$ cat src/rtl/rob_commit.sv
// Reorder buffer: in-order allocation, CDB write-back, operand forwarding and
// registered in-order retirement into the register file commit port.
// Tags are 1-based (tag = index + 1); tag 0 means "no producer".
module rob_commit #(
  parameter int unsigned ROB_SIZE = 16,
  parameter int unsigned ROB_LEN  = 4,
  parameter int unsigned DATA_LEN = 32,
  parameter int unsigned REG_LEN  = 5
) (
  input  logic                clk,
  input  logic                rst,
  // dispatcher allocation
  input  logic                ena_from_dsp,
  input  logic [REG_LEN-1:0]  rd_from_dsp,
  output logic [ROB_LEN:0]    Q_to_dsp,
  output logic                full_to_dsp,
  // operand forwarding queries
  input  logic [ROB_LEN:0]    Q1_from_dsp,
  input  logic [ROB_LEN:0]    Q2_from_dsp,
  output logic                ready1_to_dsp,
  output logic                ready2_to_dsp,
  output logic [DATA_LEN-1:0] V1_to_dsp,
  output logic [DATA_LEN-1:0] V2_to_dsp,
  // common data bus
  input  logic                cdb_flag,
  input  logic [ROB_LEN:0]    cdb_Q,
  input  logic [DATA_LEN-1:0] cdb_V,
  // misprediction recovery
  input  logic                flush,
  // register file commit port
  output logic                commit_flag_to_rf,
  output logic [REG_LEN-1:0]  rd_to_rf,
  output logic [ROB_LEN:0]    Q_to_rf,
  output logic [DATA_LEN-1:0] V_to_rf
);

  localparam logic [ROB_LEN:0] FullCount = (ROB_LEN + 1)'(ROB_SIZE);

  // Entry state
  logic [ROB_SIZE-1:0] busy_q, busy_d;
  logic [ROB_SIZE-1:0] ready_q, ready_d;
  logic [REG_LEN-1:0]  rd_q  [ROB_SIZE];
  logic [REG_LEN-1:0]  rd_d  [ROB_SIZE];
  logic [DATA_LEN-1:0] val_q [ROB_SIZE];
  logic [DATA_LEN-1:0] val_d [ROB_SIZE];

  // Pointers and occupancy
  logic [ROB_LEN-1:0] head_q, head_d;
  logic [ROB_LEN-1:0] tail_q, tail_d;
  logic [ROB_LEN:0]   count_q, count_d;

  // Registered commit port
  logic                commit_flag_q, commit_flag_d;
  logic [REG_LEN-1:0]  rd_rf_q, rd_rf_d;
  logic [ROB_LEN:0]    q_rf_q, q_rf_d;
  logic [DATA_LEN-1:0] v_rf_q, v_rf_d;

  logic               full;
  logic               alloc_take;
  logic               wb_take;
  logic               commit_take;
  logic [ROB_LEN-1:0] cdb_idx;
  logic [ROB_LEN-1:0] idx1;
  logic [ROB_LEN-1:0] idx2;

  // Tag-to-index conversion drops the 1-based offset; tag 0 is filtered separately.
  assign cdb_idx = cdb_Q[ROB_LEN-1:0] - 1'b1;
  assign idx1    = Q1_from_dsp[ROB_LEN-1:0] - 1'b1;
  assign idx2    = Q2_from_dsp[ROB_LEN-1:0] - 1'b1;

  assign full        = (count_q == FullCount);
  assign alloc_take  = ena_from_dsp && !full;
  assign wb_take     = cdb_flag && (cdb_Q != '0) && busy_q[cdb_idx];
  assign commit_take = (count_q != '0) && ready_q[head_q];

  assign Q_to_dsp          = {1'b0, tail_q} + 1'b1;
  assign full_to_dsp       = full;
  assign commit_flag_to_rf = commit_flag_q;
  assign rd_to_rf          = rd_rf_q;
  assign Q_to_rf           = q_rf_q;
  assign V_to_rf           = v_rf_q;

  // Next-state: allocate at tail, write back from CDB, retire head; flush wins over all.
  always_comb begin
    busy_d        = busy_q;
    ready_d       = ready_q;
    rd_d          = rd_q;
    val_d         = val_q;
    head_d        = head_q;
    tail_d        = tail_q;
    count_d       = count_q;
    commit_flag_d = 1'b0;
    rd_rf_d       = rd_rf_q;
    q_rf_d        = q_rf_q;
    v_rf_d        = v_rf_q;

    if (flush) begin
      busy_d  = '0;
      ready_d = '0;
      head_d  = '0;
      tail_d  = '0;
      count_d = '0;
    end else begin
      if (alloc_take) begin
        busy_d[tail_q]  = 1'b1;
        ready_d[tail_q] = 1'b0;
        rd_d[tail_q]    = rd_from_dsp;
        val_d[tail_q]   = '0;
        tail_d          = tail_q + 1'b1;
      end
      if (wb_take) begin
        ready_d[cdb_idx] = 1'b1;
        val_d[cdb_idx]   = cdb_V;
      end
      if (commit_take) begin
        busy_d[head_q] = 1'b0;
        head_d         = head_q + 1'b1;
        // x0 retires without a write strobe
        commit_flag_d  = (rd_q[head_q] != '0);
        rd_rf_d        = rd_q[head_q];
        q_rf_d         = {1'b0, head_q} + 1'b1;
        v_rf_d         = val_q[head_q];
      end
      unique case ({alloc_take, commit_take})
        2'b10:   count_d = count_q + 1'b1;
        2'b01:   count_d = count_q - 1'b1;
        default: count_d = count_q;
      endcase
    end
  end

  // Operand 1 forwarding: CDB bypass first, then the stored entry.
  always_comb begin
    ready1_to_dsp = 1'b0;
    V1_to_dsp     = '0;
    if (Q1_from_dsp != '0) begin
      if (cdb_flag && (cdb_Q == Q1_from_dsp)) begin
        ready1_to_dsp = 1'b1;
        V1_to_dsp     = cdb_V;
      end else if (ready_q[idx1]) begin
        ready1_to_dsp = 1'b1;
        V1_to_dsp     = val_q[idx1];
      end
    end
  end

  // Operand 2 forwarding: CDB bypass first, then the stored entry.
  always_comb begin
    ready2_to_dsp = 1'b0;
    V2_to_dsp     = '0;
    if (Q2_from_dsp != '0) begin
      if (cdb_flag && (cdb_Q == Q2_from_dsp)) begin
        ready2_to_dsp = 1'b1;
        V2_to_dsp     = cdb_V;
      end else if (ready_q[idx2]) begin
        ready2_to_dsp = 1'b1;
        V2_to_dsp     = val_q[idx2];
      end
    end
  end

  // State registers with synchronous reset.
  always_ff @(posedge clk) begin
    if (rst) begin
      busy_q        <= '0;
      ready_q       <= '0;
      rd_q          <= '{default: '0};
      val_q         <= '{default: '0};
      head_q        <= '0;
      tail_q        <= '0;
      count_q       <= '0;
      commit_flag_q <= 1'b0;
      rd_rf_q       <= '0;
      q_rf_q        <= '0;
      v_rf_q        <= '0;
    end else begin
      busy_q        <= busy_d;
      ready_q       <= ready_d;
      rd_q          <= rd_d;
      val_q         <= val_d;
      head_q        <= head_d;
      tail_q        <= tail_d;
      count_q       <= count_d;
      commit_flag_q <= commit_flag_d;
      rd_rf_q       <= rd_rf_d;
      q_rf_q        <= q_rf_d;
      v_rf_q        <= v_rf_d;
    end
  end

endmodule

$ cat config.mk
export PLATFORM = sky130hd
export DESIGN_NAME = rob_commit
export DESIGN_NICKNAME = d
export VERILOG_FILES = /design/src/rtl/rob_commit.sv
export SDC_FILE = /design/constraint.sdc
export NUM_CORES = 2
export LEC_CHECK = 0
export BUFFER_PORTS_ARGS = -buffer_cell sky130_fd_sc_hd__buf_2
export CORE_AREA = 2 2 261 263
export DETAILED_ROUTE_END_ITERATION = 16
export DIE_AREA = 0 0 263 265
export PLACE_DENSITY_LB_ADDON = 0.08
export SETUP_SLACK_MARGIN = 0.02
export SYNTH_ARGS = -nofsm -noshare
export SYNTH_HDL_FRONTEND = slang
export SYNTH_SLANG_ARGS = --single-unit
$ cat constraint.sdc
create_clock -name clk -period 4.2 [get_ports clk]
set_clock_uncertainty 0.15 [all_clocks]
set_input_delay 0.63 -clock clk [delete_from_list [all_inputs] [get_ports clk]]
set_output_delay 0.63 -clock clk [all_outputs]
set_load 0.01 [all_outputs]
Yosys cells after proc, flatten, opt, wreduce, memory -nomap -nowiden:

Cells that the tools add are included.

* multiply operators: 0
* divide/modulo/power cells: 0
* mux-type cells: 56
* bitwise logic cells: 15
* magnitude comparators: 15
* reduce and logical (&&, ||, !) cells: 22
* add/subtract/negate cells: 9
* equality and inequality tests: 5
* shift operators: 0

Operators by type and width (count)
* 512-bit 2-to-1 mux: 3
* 512-bit bitwise AND: 1
* 512-bit bitwise mux: 1
* 512-bit inverter: 1
* 32-bit 2-to-1 mux: 14
* 32-bit binary-select mux with 4-bit select: 3
* 32-bit demux with 4-bit select: 2
* 16-bit 2-to-1 mux: 6
* 80-bit bitwise mux: 1
* 16-bit bitwise AND: 2
* 16-bit inverter: 2
* 16-bit bitwise OR: 2
* 5-bit >= comparator, second input constant: 5
* 4-bit by 5-bit < comparator with 1-bit output, second input constant: 5
* 4-bit inverter with 5-bit output: 5
* 5-bit nonzero test: 5
* 5-bit binary-select mux with 4-bit select: 1
* 5-bit demux with 4-bit select: 1
* 1-bit binary-select mux with 4-bit select: 4
* 5-bit 2-to-1 mux: 3
* 1-bit 2-to-1 mux: 13
* 1-bit demux with 4-bit select: 3
* 4-bit by 1-bit >= comparator with 1-bit output, second input constant: 3
* 4-bit by 1-bit subtractor with 4-bit output, second input constant: 3
* other kinds (17): 33

* flip-flop bits (word level): 680
* output and inout bits: 115
* ROM bits: 0
* logic and storage cells: 163
* bits in writable memories: 0
* input bits: 57
* latch bits: 0
* memories: 0

Longest topological paths before layout:

* word-level depth: 11
* mapped depth: 16
* depth with buffers taken out: 12

Worst setup path before layout:

No wires, ideal clock.

* path type: input port to output port
* start: input Q1_from_dsp[0]
* end: output V1_to_dsp[0]
* cell stages on the path: 12
* required time: 3420 ps
* buffers on the path: 6
* arrival: 3652 ps
* path slack: -232 ps
* path through: buf_2 -> clkbuf_1 -> clkbuf_1 -> inv_1 -> ha_1 -> clkbuf_1 -> buf_2 -> clkbuf_1 -> mux4_2 -> mux4_2 -> mux2i_1 -> nor2_1

* longest elaborated chain between the ends: 8

Ends and longest elaborated chain
* start, declared: line 18 `input logic [ROB_LEN:0] Q1_from_dsp,`
* 4-bit by 1-bit subtractor with 4-bit output: line 68 `assign idx1 = Q1_from_dsp[ROB_LEN-1:0] - 1'b1;`
* 4-bit inverter with 5-bit output (not written as such): line 142 `V1_to_dsp = val_q[idx1];`
* 32-bit binary-select mux with 4-bit select: line 142
* 32-bit 2-to-1 mux (not written as such) (2 in a row): line 142
* 32-bit 2-to-1 mux: line 140 `end else if (ready_q[idx1]) begin`
* 32-bit 2-to-1 mux: line 137 `if (cdb_flag && (cdb_Q == Q1_from_dsp)) begin`
* 32-bit 2-to-1 mux *: line 136 `if (Q1_from_dsp != '0) begin`
* end, declared: line 22 `output logic [DATA_LEN-1:0] V1_to_dsp,`

Every way passes the cells marked *; elsewhere a longest branch is shown, timed or not. The select of a mux whose other input is x is not followed.

Worst setup path after layout:

* start: input Q2_from_dsp[1]
* end: output V2_to_dsp[12]

* longest elaborated chain between the ends: 8

Ends and longest elaborated chain
* start, declared: line 19 `input logic [ROB_LEN:0] Q2_from_dsp,`
* 4-bit by 1-bit subtractor with 4-bit output: line 69 `assign idx2 = Q2_from_dsp[ROB_LEN-1:0] - 1'b1;`
* 4-bit inverter with 5-bit output (not written as such): line 157 `V2_to_dsp = val_q[idx2];`
* 32-bit binary-select mux with 4-bit select: line 157
* 32-bit 2-to-1 mux (not written as such) (2 in a row): line 157
* 32-bit 2-to-1 mux: line 155 `end else if (ready_q[idx2]) begin`
* 32-bit 2-to-1 mux: line 152 `if (cdb_flag && (cdb_Q == Q2_from_dsp)) begin`
* 32-bit 2-to-1 mux *: line 151 `if (Q2_from_dsp != '0) begin`
* end, declared: line 23 `output logic [DATA_LEN-1:0] V2_to_dsp,`

Marked as above.

==> run_results.csv <==
group,metric,value,unit
setup_path,critPathLaunchType,"primary input",
sta,fin_setup_tns,0,ns
final_layout,layout.nets,3136,
placement,placedCellCount,3853,
setup_path,crit_path_start,"Q2_from_dsp[1]",
setup_path,critPathArrivalTime,3.13,ns
power,p_leak,0.01448,uW
placement,gp_congestion,0.9044,
synth,ys_seq_elements,680,
synth,syn-cell-area,37020,um^2
sta,min_period,3.910,ns
floorplanning,core,66800,um^2
floorplanning,dieWidth,263,um
sta,whs,0.1260,ns
final_layout,stdcell_count,4000,
grt,track_usage,38.78,%
routing,via_count,30412,
clocking,cts_sinks,680,
setup_path,r2r_start,"head_q[0]$_SDFFE_PP0N_",
sta,max_slew_margin,31.77,%
clocking,root_buffer,"clkbuf_16",
power,power_density,346.3,nW/um^2
worst_hold_path,hold_class,"in -> reg",
clocking,cts_tree,"yes",
floorplanning,io_pins,172,
synth,syn-num-nets,3094,
setup_path,required,3.42,ns
routing,drcViolationCount,0,
routing,post_drt_wl_per_cell,34.12,um
synth,ys_seq_area_share,36.78,%
final_layout,final_cell_mix,"dfxtp_1 (676), mux4_2 (518), a22o_1 (416)",
grt,antenna_found_initial,6,
grt,grt_pass1_wl,200900,um
clocking,insertion_delay,0.64,ns
grt,grt_max_degree,158,
synth,synth_warnings,0,
synth,yosys.cell_types.count,66,
clocking,cts_hold_buf,0,
floorplanning,start_util,55.41,%
floorplanning,die_area,69700,um^2
flow_run,max-cap-violations,0,
synth,synthCells,3018,
synth,syn_area_per_cell,12.27,um^2
power,ir_drop,0.0003009,V
routing,drt_first_iter_violations,4633,
synth,synth-edff-count,0,
clocking,cts.reportedPaths.clkPinSlew,0.06,ns
setup_path,cp_max_fo,16,
setup_path,slowest_stage,"mux4_2",
sta,fmax,0.2557,GHz
setup_path,slowest_delay,0.51,ns
sta,final-hold-violation-count,0,
synth,synth_flop_cell,"dfxtp_1",
final_layout,final_common_cell,"dfxtp_1",
routing,vias_per_cell,7.603,
placement,hpwl,78390,um
sta,slew_viol_final,0,
final_layout,area_growth,13.12,%
routing,ant_nets,0,
grt,grt_overflow,0,
sta,finalSetupViolations,0,
clocking,clockBufferDepth,3,
setup_path,crit_chain,"buf_2 -> inv_1 -> ha_4 -> mux4_2 -> mux4_2 -> o21ai_4 -> buf_12 -> nor2_1 -> buf_2",
clocking,numCtsBuffers,78,
setup_path,end_kind,"output port",
worst_hold_path,min_from,"cdb_V[6]",
sta,rsz0062_at_grt,"no",
final_layout,nFillCells,5191,
setup_path,path_class,"in -> out",
final_layout,drive_gt1_share,32.64,%
routing,routed_wl,136500,um
floorplanning,rows,95,
sta,tightest_slew,1.023,ns
routing,dr.pass1.iters,6,
placement,io_buffers,171,
clocking,cts_resized,0,
outcome,outcome,"complete, no violations",
clocking,cts_setup_buffers,0,
sta,finalCritPeriodShare,93.11,%
synth,ys_async_sr_fraction,0,%
clocking,h-tree-depth,3,
floorplanning,die_y,265,um
grt,grt_pass1_vias,30085,
[state kept, by name (all words and copies together), names as in the netlist]
signal             flops
Q_to_rf                5
busy_q                16
V_to_rf               32
head_q                 4
rd_q                  80
count_q                5
tail_q                 4
ready_q               16
commit_flag_to_rf      1
rd_to_rf               5
val_q                512
[final timing paths]
check	end	slack (ns)	cells after the start
setup reg to reg	count_q[4]$_SDFFE_PP0P_	0.59	12
setup / recovery	V2_to_dsp[12]	0.29	9
hold / removal	val_q[166]$_SDFFE_PP0N_	0.13	3
hold reg to reg	rd_q[48]$_SDFFE_PP0P_	0.32	2
[per-layer routing]
metal | vias to the layer above | routed length [um] | GRT usage (%) | part of all wire (%)
li1 | 12082 | - | - | -
met1 | 15322 | 49390 | 50.91 | 36
met2 | 2521 | 61520 | 59.02 | 45
met3 | 479 | 18300 | 11.53 | 13
met4 | 8 | 7208 | 19.04 | 5.3
met5 | - | 51 | 0 | 0.037
[cell usage after synthesis (all sizes together) (2+ instances only)]
master	instances	area share (%)
and3	3	0.051
xor2	8	0.19
mux4	518	32
a22o	416	9.8
o22ai	2	0.034
o2111ai	14	0.45
clkbuf	183	1.9
nand2b	4	0.068
o211ai	4	0.15
nor3	15	0.28
inv	17	0.17
buf	157	2.4
or4	5	0.11
or3b	3	0.071
a31oi	18	0.30
ha	19	0.64
dfxtp	680	37
o21a	2	0.041
nor4	6	0.20
nand4	2	0.034
xnor2	15	0.35
nor2b	7	0.12
and2	35	0.59
o31ai	6	0.21
a22oi	12	0.24
o41ai	6	0.20
nor2	208	2.1
clkinv	2	0.020
o21ai	58	0.78
a21oi	159	2.3
nand3b	2	0.041
mux2i	159	4.3
or4b	3	0.081
a21boi	4	0.081
or3	6	0.11
a2111oi	3	0.22
nand3	106	1.4
a211oi	3	0.061
nand2	140	1.4
[cell families (layout without fill, tap and decap cells)]
group	count (synthesis)	count (layout)	share of synthesized area (%)
buffers and inverters	359	463	4.404
muxes	677	677	35.82
other	0	5	0
adders and majority gates	19	19	0.6422
and+or+nand+nor	548	548	6.797
AOI/OAI and AO/OA	712	712	15.02
DFF	680	680	36.78
xor gates and xnor gates	23	23	0.5442
[where the power goes]
group          total (uW)  switching (uW)  internal, uW
Clock                6870            2900          3970
Combinational        1170             790           384
Sequential           6460            4.56          6450
[worst max-delay path, delay by kind of cell]
family / cells / cell delay (ns)
AOI/OAI and AO/OA: 1 / 0.42
adders and majority gates: 1 / 0.32
buffers and inverters: 4 / 0.59
muxes: 2 / 1.01
and+or+nand+nor: 1 / 0.14
[metrics by stage]
step | utilization [%] | area [um^2] | worst slack (ns) | total power [uW]
after floorplan | - | 37040 | 0.02073 | 7263
after detailed placement | 58.84 | 39310 | 0.3365 | 7750
after global placement | 58.84 | 39310 | 0.3623 | 7742
final | 62.68 | 41870 | 0.2895 | 14500
after global routing | 62.67 | 41860 | 0.2380 | 14800
after CTS | 62.67 | 41860 | 0.3329 | 14500
[cell type report]
cell class | instances | area [um^2] | share of cell area [%]
tap | 873 | 1092 | 2.609
antenna | 5 | 12.51 | 0.02988
multi-input combinational | 1979 | 22140 | 52.86
timing repair buffer | 302 | 2382 | 5.689
clock inverter | 29 | 321.6 | 0.7679
sequential | 680 | 13630 | 32.54
clock buffer | 113 | 2233 | 5.334
inverter | 19 | 71.32 | 0.1703
No activity file was read; power rests on OpenSTA's default activity.
